<file path="config.mk">
export PLATFORM = sky130hd
export DESIGN_NAME = ocp_out_serializer
export DESIGN_NICKNAME = d
export VERILOG_FILES = /design/src/rtl/ocp_out_serializer.sv
export SDC_FILE = /design/constraint.sdc
export NUM_CORES = 1
export LEC_CHECK = 0
export ABC_CLOCK_PERIOD_IN_PS = 3700
export CAP_MARGIN = 5
export CORE_AREA = 2 2 159 83
export DETAILED_ROUTE_END_ITERATION = 10
export DIE_AREA = 0 0 161 85
export PLACE_DENSITY = 0.7
export SETUP_SLACK_MARGIN = 0.5
export SYNTH_ARGS = -nofsm -noshare
export SYNTH_HDL_FRONTEND = slang
export SYNTH_SLANG_ARGS = --single-unit
</file>
<file path="constraint.sdc">
create_clock -name clk -period 3.7 [get_ports clk]
set_input_delay 0.555 -clock clk [delete_from_list [all_inputs] [get_ports clk]]
set_output_delay 0.555 -clock clk [all_outputs]
set_load 0.02 [all_outputs]
</file>
<file path="src/rtl/ocp_out_serializer.sv">
// Vector FIFO that streams OCP_NUM-wide result vectors out one channel per beat.
// Optional OCP_SER_STATS_EN adds saturating accepted/dropped counters.
module ocp_out_serializer #(
  parameter int OCP_NUM = 4,
  parameter int DATA_W  = 8,
  parameter int DEPTH   = 4
) (
  input  logic                        clk,
  input  logic                        reset,
  input  logic                        in_valid,
  output logic                        in_ready,
  input  logic [OCP_NUM*DATA_W-1:0]   in_data,
  output logic                        out_valid,
  input  logic                        out_ready,
  output logic [DATA_W-1:0]           out_data,
  output logic [$clog2(OCP_NUM)-1:0]  out_ch,
  output logic                        out_last
`ifdef OCP_SER_STATS_EN
  ,
  output logic [15:0]                 stat_vec_cnt,
  output logic [15:0]                 stat_drop_cnt
`endif
);

  localparam int CW = $clog2(OCP_NUM);
  localparam int AW = $clog2(DEPTH);

  typedef logic [OCP_NUM-1:0][DATA_W-1:0] vec_t;

  vec_t          r_mem [DEPTH];
  logic [AW:0]   r_wr;
  logic [AW:0]   r_rd;
  logic [CW-1:0] r_ch;

  logic w_empty;
  logic w_full;
  logic w_push;
  logic w_beat;
  logic w_last;
  vec_t w_head;

  assign w_empty = (r_wr == r_rd);
  assign w_full  = (r_wr[AW] != r_rd[AW]) &&
                   (r_wr[AW-1:0] == r_rd[AW-1:0]);
  assign w_push  = in_valid && !w_full;
  assign w_beat  = !w_empty && out_ready;
  assign w_last  = (r_ch == CW'(OCP_NUM - 1));
  assign w_head  = r_mem[r_rd[AW-1:0]];

  // Storage carries no reset; emptiness is tracked by the pointers only.
  always_ff @(posedge clk) begin
    if (w_push)
      r_mem[r_wr[AW-1:0]] <= in_data;
  end

  always_ff @(posedge clk or negedge reset) begin
    if (!reset) begin
      r_wr <= '0;
      r_rd <= '0;
      r_ch <= '0;
    end else begin
      if (w_push)
        r_wr <= r_wr + (AW+1)'(1);
      if (w_beat) begin
        if (w_last) begin
          r_ch <= '0;
          r_rd <= r_rd + (AW+1)'(1);
        end else begin
          r_ch <= r_ch + CW'(1);
        end
      end
    end
  end

  assign in_ready  = !w_full;
  assign out_valid = !w_empty;
  assign out_data  = w_empty ? '0 : w_head[r_ch];
  assign out_ch    = w_empty ? '0 : r_ch;
  assign out_last  = !w_empty && w_last;

`ifdef OCP_SER_STATS_EN
  logic [15:0] r_vec_cnt;
  logic [15:0] r_drop_cnt;

  always_ff @(posedge clk or negedge reset) begin
    if (!reset) begin
      r_vec_cnt  <= '0;
      r_drop_cnt <= '0;
    end else begin
      if (w_push && r_vec_cnt != 16'hFFFF)
        r_vec_cnt <= r_vec_cnt + 16'd1;
      if (in_valid && w_full && r_drop_cnt != 16'hFFFF)
        r_drop_cnt <= r_drop_cnt + 16'd1;
    end
  end

  assign stat_vec_cnt  = r_vec_cnt;
  assign stat_drop_cnt = r_drop_cnt;
`endif

endmodule
</file>
==> qor.csv, run 1 <==
stage,metric,value,unit
synth,synthDistinctLibCells,27,
worst_setup_path,worst_setup_path_start_kind,flip-flop,
drt,routed_wire_length_per_instance,21.3,um
place,dp_hpwl,6170,um
drt,detail_route.wirelength,10400,um
worst_setup_path,crit-reg2reg-capture,r_mem[1][19]$_DFFE_PP_,
floorplanning,floorplan.rows,29,
timing,tightestPinTransition,605,ps
floorplanning,dieArea,13700,sq um
worst_setup_path,timing.reg2reg.worst_path_depth,5,
clock_network,cts_made_buffers,17,
cells_and_area,synthToLayoutAreaGrowth,23.9,%
timing,setup_viol,0,
drt,top_layer_used,met4,
worst_setup_path,worst_ep_required_time,3140,ps
floorplanning,core-area,12300,sq um
clock_network,cts_max_path_buffers,2,
timing,totalNegativeSetupSlack,0,ps
worst_setup_path,worst-setup-path-type,reg2out,
global_routing,grt_overflow_total,0,
clock_network,clk_pin_slew_worst_paths,60,ps
synth,synth.yosys.warnings,0,
cells_and_area,finish.utilization,54.8,%
clock_network,clock_tree_from_tritoncts,done,
floorplanning,io-pin-count,49,
drt,routed_via_density,5.28,
cells_and_area,insertedDiodeCount,0,
cells_and_area,nFillCells,964,
floorplanning,floorplan.initialDensity,44.2,%
synth,syn-cell-area,5460,sq um
synth,postSynthRegisterBits,136,
pwr,p_leak,2.35,nW
cells_and_area,area.sequential,4050,sq um
worst_setup_path,ff2ff_setup_slack,1370,ps
place,count_of_buffers_inserted_at_the_top_level_ports,48,
worst_setup_path,crit_fanout,17,
global_routing,grt_antenna_before_repair,0,
worst_setup_path,worstSetupEndpointType,primary output,
clock_network,post_cts_setup_repair_buffer_count,0,
timing,finalMaxSlewViolations,0,
cells_and_area,finalNonFillerCells,490,
timing,hold_viol_final,0,
drt,met2RoutedLength,4720,um
pwr,powerDensity,884,nW/um^2
timing,achievable-frequency,320,MHz
synth,synth_cells,243,
pwr,design_power_total,5.98,mW
job,maxCapViolCount,0,
timing,period_needed,3120,ps
global_routing,grt_start_max_net_pins,34,
global_routing,grt_usage,16.5,%
place,placedCellCount,458,
global_routing,via_count_of_the_first_global_routing_pass,2766,
clock_network,cts_max_level,4,
worst_setup_path,crit_end,out_data[3],
clock_network,hold_bufs_at_cts,0,
clock_network,clk_latency,410,ps
place,globalplace.congestion,0.783,
timing,relSlewSlack,59.6,%
drt,drt_pass1_iterations,4,
cells_and_area,drive_above_1_share,21.6,%
drt,route.layer.met1.wl,4850,um
worst_setup_path,cp-startpoint,r_rd[0]$_DFFE_PN0P_,
timing,unrepaired_setup_endpoints_after_global_routing,yes,
drt,initialDrtViolationCount,211,
clock_network,clockRootBuffer,clkbuf_16,
cells_and_area,num-nets-final,350,
synth,syn_area_per_cell,22.5,sq um
global_routing,grt_pass1_wl,16000,um
floorplanning,fp.dieH,85,um
drt,detail-route-antenna-nets,0,
synth,mappedNetlistNets,285,
hold_path,worstHoldPathType,in2async,
drt,dr_wl_met3,805,um
worst_setup_path,arrival,2570,ps
pwr,vdd_ir_drop_max,0.000575,V
drt,drcViolationCount,0,
floorplanning,die_width,161,um
cells_and_area,multiInputGateArea,1360,sq um
timing,clock_skew,12.5,ps
synth,synth.yosys.seq_area_share,74.1,%
worst_setup_path,critical_register_to_register_path_startpoint,r_rd[0]$_DFFE_PN0P_,
clock_network,cts.sinks,136,
drt,route.vias.total,2585,
timing,fin_crit_sh,84.4,%
run_status,run_status,finished clean,
[cell usage in the layout (no fill, tap or decap), drive strengths merged, types with 2 or more instances in the layout]
master / synthesis / routed
mux2: 4 / 4
dlygate4sd2: 0 / 3
dfrtp: 8 / 8
clkdlybuf4s50: 0 / 41
mux2i: 16 / 16
clkbuf: 0 / 19
o22ai: 8 / 8
and2: 5 / 5
clkinv: 0 / 7
mux4: 32 / 32
dlymetal6s2s: 0 / 4
a31oi: 2 / 2
edfxtp: 128 / 128
ha: 6 / 6
xnor2: 4 / 4
clkinvlp: 0 / 2
inv: 5 / 7
o31ai: 4 / 4
xor2: 5 / 5
buf: 10 / 7
[cell usage after synthesis]
| cell | instances | area [sq um] |
|---|---|---|
| inv_1 | 5 | 18.8 |
| xnor2_1 | 4 | 35.0 |
| mux4_1 | 12 | 315 |
| buf_6 | 4 | 45.0 |
| o31ai_1 | 2 | 15.0 |
| nor2_1 | 1 | 3.75 |
| xor2_2 | 2 | 32.5 |
| mux2_2 | 3 | 33.8 |
| buf_4 | 1 | 7.51 |
| nand2_1 | 1 | 3.75 |
| xor2_1 | 3 | 26.3 |
| o22ai_1 | 8 | 50.1 |
| mux4_2 | 20 | 450 |
| o311a_1 | 1 | 10.0 |
| and2_1 | 5 | 31.3 |
| a31oi_2 | 1 | 12.5 |
| nand3_1 | 1 | 5.00 |
| o31ai_2 | 2 | 25.0 |
| buf_2 | 5 | 25.0 |
| ha_1 | 6 | 75.1 |
| or3_1 | 1 | 6.26 |
| mux2_4 | 1 | 15.0 |
| and3_1 | 1 | 6.26 |
| edfxtp_1 | 128 | 3840 |
| a31oi_1 | 1 | 6.26 |
| mux2i_1 | 16 | 160 |
| dfrtp_1 | 8 | 200 |
[power breakdown]
group          switching [mW]  internal, mW
clock network           0.610         0.917
registers               0.129          2.10
logic                    1.23         0.999
total                    1.97          4.01
[cells by family (layout without fill, tap and decap cells)]
family	count (synthesis)	after routing	share of synthesized area, %
simple gates	10	10	1.03
mux	52	52	17.9
fa+ha+maj	6	6	1.38
flops	136	136	74.1
compound gates	15	15	2.18
buf+inv	15	92	1.76
xor+xnor	9	9	1.72
[worst max-delay path, cell delays in order, from the launching register on]
cell             delay (ps)
dfrtp_2                 430
bufbuf_16               360
mux4_2                  510
mux2i_1                 160
o22ai_1                 110
clkdlybuf4s50_1         580
[flip-flops by register name, summed over array words and instances, names as in the netlist]
register and cells:
r_rd 3, r_ch 2, r_wr 3, r_mem 128
[routing by layer]
layer / GRT usage [%] / vias to the layer above
met5: 0 / -
met4: 4.38 / 0
met3: 7.43 / 5
met2: 23.8 / 83
met1: 23.0 / 1340
li1: - / 1157
[worst min-delay path by stage]
stage	end	cells past startpoint	start	slack, ps
5_1_grt	r_ch[0]$_DFFE_PN0P_	1	reset	470
4_1_cts	r_ch[0]$_DFFE_PN0P_	1	reset	450
2_1_floorplan	r_ch[0]$_DFFE_PN0P_	0	reset	260
3_3_place_gp	r_wr[2]$_DFFE_PN0P_	1	r_wr[2]$_DFFE_PN0P_	510
6_report	r_ch[1]$_DFFE_PN0P_	1	reset	450
3_5_place_dp	r_wr[2]$_DFFE_PN0P_	1	r_wr[2]$_DFFE_PN0P_	510
[timing repair]
| item | 4_1_cts | 5_1_grt |
|---|---|---|
| resized for setup | 6 | 6 |
| endpoints found under the hold margin | 0 | 0 |
| cloned | 1 | 0 |
| endpoints found under the setup margin | 9 | 5 |
[per-stage QoR]
| step | setup WS, ps | hold slack (ps) | cell area, sq um |
|---|---|---|---|
| 4_1_cts | 493 | 451 | 6740 |
| 3_5_place_dp | 784 | 511 | 6160 |
| 5_1_grt | 472 | 465 | 6760 |
| 2_1_floorplan | 679 | 259 | 5460 |
| 6_report | 576 | 451 | 6760 |
| 3_3_place_gp | 811 | 509 | 6160 |
[area by class of cell]
type,count,area share (%)
Tap cell,170,3.14
Clock buffer,19,6.40
Timing Repair Buffer,56,8.69
Multi-Input combinational cell,92,20.1
Clock inverter,12,1.54
Sequential cell,136,59.8
Inverter,5,0.277
Note: power is estimated with default switching activity, not from simulation.
==> run 2: changes to the inputs <==
Settings changed: ABC_CLOCK_PERIOD_IN_PS 3700 to 2600, PLACE_DENSITY 0.7 to 0.73.
Clock period 3.7 ns to 2.6 ns, I/O delays scaled along.
==> run 2 against run 1 <==
  * Via count increased by 3.8%
  * Sequential power increased by 43%
  * Non-clock buffer count increased by 25
  * Worst hold slack got worse by 130 ps
  * Worst setup slack got worse by 550 ps
  * Sequential cell count unchanged
  * First-iteration DRC count decreased by 9.0%
  * Clock power increased by 52%
  * Power increased by 58%
  * Combinational power increased by 76%
  * Core utilization increased by 3.2 points
  * Global-route usage increased by 0.27 points
  * Critical endpoint is now out_data[6]
  * Largest cell class unchanged
==> qor.csv, run 2 (same netlist as run 1, synthesis figures left out) <==
stage,metric,value,unit
floorplanning,fp.dieH,85,um
floorplanning,die_width,161,um
cells_and_area,post-route-cell-area,7160,sq um
global_routing,grt_usage,16.8,%
global_routing,grt_pass1_wl,16300,um
timing,fin_crit_sh,99.1,%
worst_setup_path,timing.critical_path.max_delay_family,multiplexers,
floorplanning,floorplan.rows,29,
clock_network,clk_pin_slew_worst_paths,60,ps
drt,route.vias.total,2682,
drt,drcViolationCount,0,
clock_network,clk_latency,410,ps
timing,achievable-frequency,388,MHz
worst_setup_path,worst_setup_path_start_kind,flip-flop,
drt,drt_pass1_iterations,4,
drt,initialDrtViolationCount,192,
timing,unrepaired_setup_endpoints_after_global_routing,yes,
job,maxCapViolCount,0,
clock_network,clockRootBuffer,clkbuf_16,
place,dp_hpwl,6220,um
timing,final_critical_path_setup_slack,24.5,ps
worst_setup_path,arrival,2190,ps
global_routing,grt_start_max_net_pins,34,
timing,tightestPinTransition,503,ps
cells_and_area,area.sequential,4050,sq um
cells_and_area,num-nets-final,375,
cells_and_area,nFillCells,920,
worst_setup_path,worstSetupEndpointType,primary output,
floorplanning,io-pin-count,49,
worst_setup_path,cp_num_buf_inv,4,
timing,clock_skew,7.07,ps
worst_setup_path,worst_path_max_delay_cell,mux4_2,
clock_network,cts_max_level,4,
global_routing,grt_overflow_total,0,
hold_path,worstHoldPathType,in2async,
timing,hold_viol_final,0,
run_status,run_status,finished clean,
floorplanning,core-area,12300,sq um
clock_network,hold_bufs_at_cts,0,
place,pre_cts_slack,86.4,ps
cells_and_area,largest_reg_flops,128,
floorplanning,dieArea,13700,sq um
pwr,vdd_ir_drop_max,0.000770,V
drt,routed_via_density,5.19,
pwr,powerDensity,1320,nW/um^2
global_routing,grt_antenna_before_repair,1,
worst_setup_path,crit_chain,"buf_4, buf_8, buf_12, mux4_2, mux2i_1, o22ai_1, buf_4",
global_routing,via_count_of_the_first_global_routing_pass,2877,
drt,detail_route.wirelength,10700,um
pwr,p_leak,2.50,nW
cells_and_area,synthToLayoutAreaGrowth,31.2,%
worst_setup_path,timing.critical_path.slowest_cell_delay,490,ps
timing,period_needed,2580,ps
clock_network,cts_made_buffers,17,
drt,detail-route-antenna-nets,0,
place,placed_cell_area,6290,sq um
place,count_of_buffers_inserted_at_the_top_level_ports,48,
timing,relSlewSlack,66.3,%
drt,routed_wire_length_per_instance,20.7,um
clock_network,cts.sinks,136,
cells_and_area,drive_above_1_share,35.0,%
timing,setup_viol,0,
place,globalplace.congestion,0.724,
cells_and_area,layout.cells.most_common_list,"edfxtp_1, clkdlybuf4s50_1, mux4_2, buf_4, clkbuf_16",
cells_and_area,mostFrequentLayoutCell,edfxtp_1,
timing,finalMaxSlewViolations,0,
clock_network,clock_tree_from_tritoncts,done,
floorplanning,floorplan.initialDensity,44.2,%
worst_setup_path,worst-setup-path-type,reg2out,
worst_setup_path,crit_fanout,5,
clock_network,cts_max_path_buffers,2,
worst_setup_path,worst_ep_required_time,2210,ps
cells_and_area,multiInputGateArea,1410,sq um
worst_setup_path,critical-path-top-cell-by-count,buf_4,
run 2: cell types whose count changed in the layout (fill, tap and decap cells not counted), moves of 3 or more:
cell             delta
and2_1              -5
and2_4              +3
buf_12              +9
buf_4              +15
buf_6              +10
clkdlybuf4s50_1     -5
dlygate4sd2_1       -3
dlymetal6s2s_1      -4
run 2: per-stage QoR:
step	hold slack, ps	cells	TNS, ps	utilization (%)	power [mW]
after floorplan	94.4	243	0	-	5.21
after global placement	508	467	0	51.0	6.45
after detailed placement	510	467	0	51.0	6.52
after CTS	310	514	-18.3	57.5	9.35
after global routing	329	516	-201	58.0	9.86
final	320	517	0	58.0	9.42
run 2: cell type report:
type	count	share of cell area [%]
Clock inverter	15	2.13
Clock buffer	17	5.94
Antenna cell	1	0.0349
Inverter	5	0.297
Timing Repair Buffer	81	12.4
Multi-Input combinational cell	92	19.7
Tap cell	170	2.97
Sequential cell	136	56.5
run 2: power breakdown:
part / leakage [nW] / total [mW] / internal [mW] / switching, mW
Clock: 0.275 / 2.32 / 1.41 / 0.907
Combinational: 0.958 / 3.93 / 1.99 / 1.94
Sequential: 1.27 / 3.18 / 2.97 / 0.202
run 2: path summary, 6_finish.rpt:
check	start	to	slack, ps	cells after the start
setup reg to reg	r_rd[2]$_DFFE_PN0P_	r_mem[2][19]$_DFFE_PP_	610	5
hold / removal	reset	r_ch[0]$_DFFE_PN0P_	320	1
hold reg to reg	r_wr[2]$_DFFE_PN0P_	r_wr[2]$_DFFE_PN0P_	510	1
setup / recovery	r_rd[0]$_DFFE_PN0P_	out_data[6]	20	7
max in group asynchronous	reset	r_rd[0]$_DFFE_PN0P_	1910	1
min in group clk	r_wr[2]$_DFFE_PN0P_	r_wr[2]$_DFFE_PN0P_	510	1
run 2: metal layers:
layer | vias to the layer above | routed length, um | GRT usage [%]
met3 | 8 | 684 | 5.03
met5 | - | 0 | 0
met2 | 92 | 4890 | 25.1
li1 | 1213 | - | -
met4 | 0 | 81 | 5.84
met1 | 1369 | 5060 | 23.7
run 2: timing repair:
action	4_1_cts	5_1_grt
gates resized for setup	88	8
cloned	2	0
setup buffers	13	2
endpoints found under the setup margin	40	104
pin swaps	8	3
hold endpoints to repair	0	0
==> run 3: changes to the inputs <==
Settings changed: ABC_CLOCK_PERIOD_IN_PS 2600 to 2400, CORE_AREA 2 2 159 83 to 2 2 169 88, DIE_AREA 0 0 161 85 to 0 0 171 90, PLACE_DENSITY 0.73 to 0.64.
Clock period 2.6 ns to 2.4 ns, I/O delays scaled along.
==> run 3 against run 2 <==
  * The flow now finishes with violations (setup timing)
  * Clock power grew 8%
  * Combinational power grew 32%
  * Die area grew 12%
  * Power grew 18%
  * Via count grew 6.2%
  * Sequential share of layout area shrank 3.1 points
  * Highest routed layer unchanged
  * Critical path type unchanged
  * Sequential power grew 7.9%
  * Global-route usage shrank 0.65 points
  * Final cell count grew 9.1%
  * Non-clock buffer count grew 21
==> qor.csv, run 3 (same netlist as run 1, synthesis figures left out) <==
stage,metric,value,unit
drt,drt_pass1_iterations,4,
pwr,design_power_total,11.1,mW
floorplanning,core-area,14000,sq um
global_routing,via_count_of_the_first_global_routing_pass,3014,
clock_network,cts_max_path_buffers,2,
timing,period_needed,2480,ps
worst_setup_path,worst-setup-path-type,reg2out,
worst_setup_path,crit_end,out_data[1],
worst_setup_path,crit_chain,"buf_6, buf_12, mux4_2, mux2i_2, o22ai_2, buf_4",
cells_and_area,mostFrequentLayoutCell,edfxtp_1,
floorplanning,dieArea,15400,sq um
global_routing,grt_usage,16.1,%
pwr,p_leak,2.64,nW
timing,setup_viol,10,
global_routing,grt_start_max_net_pins,28,
floorplanning,floorplan.initialDensity,38.9,%
floorplanning,floorplan.rows,31,
cells_and_area,drive_above_1_share,42.1,%
pwr,power.clock.fraction,22.6,%
hold_path,worstHoldPathType,in2async,
timing,hold_viol_final,0,
floorplanning,fp.dieH,90,um
pwr,switching_share,32.8,%
pwr,power_report.internal_total,7.46,mW
clock_network,clock_tree_from_tritoncts,done,
clock_network,clk_pin_slew_worst_paths,60,ps
cells_and_area,post-route-cell-area,7580,sq um
place,count_of_buffers_inserted_at_the_top_level_ports,48,
job,maxCapViolCount,0,
place,placed_cell_area,6430,sq um
timing,clock_skew,6.89,ps
cells_and_area,largest_reg_flops,128,
drt,route.vias.total,2847,
timing,tightestPinTransition,493,ps
cells_and_area,insertedDiodeCount,0,
timing,finalMaxSlewViolations,0,
pwr,vdd_ir_drop_max,0.000768,V
drt,routed_wire_length_per_instance,21.2,um
worst_setup_path,timing.reg2reg.worst_path_depth,8,
worst_setup_path,crit_fanout,8,
timing,unrepaired_setup_endpoints_after_global_routing,yes,
cells_and_area,synthToLayoutAreaGrowth,38.8,%
cells_and_area,num-nets-final,396,
clock_network,hold_bufs_at_cts,0,
pwr,powerDensity,1460,nW/um^2
clock_network,clockRootBuffer,clkbuf_16,
worst_setup_path,crit-reg2reg-capture,r_mem[2][30]$_DFFE_PP_,
pwr,power_frac_comb,46.6,%
clock_network,cts.sinks,136,
worst_setup_path,ff2ff_setup_slack,320,ps
clock_network,cts_made_buffers,17,
pwr,share_of_total_power_in_sequential_cells,30.9,%
cells_and_area,layout.cells.most_common_list,"edfxtp_1, clkdlybuf4s50_1, mux4_2, buf_4, clkbuf_16",
run_status,run_status,"complete, but fails checks",
timing,fin_crit_sh,103,%
global_routing,grt_overflow_total,0,
worst_setup_path,worstSetupEndpointType,primary output,
drt,detail_route.wirelength,12000,um
timing,relSlewSlack,67.0,%
place,pre_cts_slack,-249,ps
drt,initialDrtViolationCount,270,
timing,totalNegativeSetupSlack,-375,ps
floorplanning,die_width,171,um
place,dp_hpwl,7020,um
worst_setup_path,cp-startpoint,r_rd[0]$_DFFE_PN0P_,
drt,detail-route-antenna-nets,0,
worst_setup_path,timing.critical_path.slowest_cell_delay,530,ps
worst_setup_path,critical_register_to_register_path_startpoint,r_rd[1]$_DFFE_PN0P_,
drt,drcViolationCount,0,
global_routing,grt_pass1_wl,17800,um
timing,final_critical_path_setup_slack,-79.4,ps
drt,routed_via_density,5.05,
floorplanning,io-pin-count,49,
global_routing,grt_antenna_before_repair,0,
clock_network,clk_latency,420,ps
timing,achievable-frequency,403,MHz
timing,hold_slack,277,ps
worst_setup_path,worst_path_max_delay_cell,mux4_2,
pwr,netSwitchingPower,3.64,mW
run_status,violations,setup timing,
place,globalplace.congestion,0.727,
clock_network,cts_max_level,4,
worst_setup_path,worst_setup_path_start_kind,flip-flop,
worst_setup_path,worst_ep_required_time,2040,ps
worst_setup_path,arrival,2120,ps
## run 3: layout make-up
class,instances,area [sq um]
clock buffer,17,425
clock inverter,14,149
fill,1093,6460
inverter,5,18.8
multi-input combinational,92,1470
sequential,136,4050
tap,198,248
timing repair buffer,102,1220
## run 3: worst max-delay path, delay by kind of cell (launching register included)
family                 cells  cell delay (ps)
muxes                      2              760
DFF                        1              420
AOI/OAI and AO/OA          1              110
buffers and inverters      3              420
## run 3: worst min path at each step
stage | depth (start not counted) | endpoint
after floorplan | 0 | r_ch[0]$_DFFE_PN0P_
final | 1 | r_ch[1]$_DFFE_PN0P_
after detailed placement | 1 | r_wr[2]$_DFFE_PN0P_
after CTS | 1 | r_rd[2]$_DFFE_PN0P_
after global placement | 1 | r_wr[2]$_DFFE_PN0P_
after global routing | 1 | r_ch[1]$_DFFE_PN0P_
## run 3: power by group through the flow
| stage | sequential (mW) | combinational, mW | clock [mW] |
|---|---|---|---|
| final | 3.43 | 5.17 | 2.51 |
| after global routing | 3.47 | 5.49 | 2.67 |
| after CTS | 3.41 | 4.50 | 2.55 |
| after detailed placement | 3.45 | 3.82 | 0 |
| after global placement | 3.42 | 3.80 | 0 |
| after floorplan | 3.39 | 2.25 | 0 |
## run 3: per-stage QoR
stage,util (%),cells
floorplan,-,243
global placement,45.8,504
detailed placement,45.8,504
CTS,51.9,551
global route,54.0,564
finish,54.0,564
## run 3: routing by layer
metal | part of all wire, % | routed length, um | global-route usage (%)
met3 | 5.8 | 691 | 4.80
met4 | 1.1 | 132 | 4.73
met1 | 49 | 5880 | 24.8
met2 | 44 | 5260 | 21.9
met5 | 0 | 0 | 0
## run 3: repair_timing
action	4_1_cts	5_1_grt
endpoints found under the setup margin	109	97
buffers inserted	12	10
hold endpoints to repair	0	0
pin swaps	7	14
gates cloned	4	3
gates resized for setup	94	38
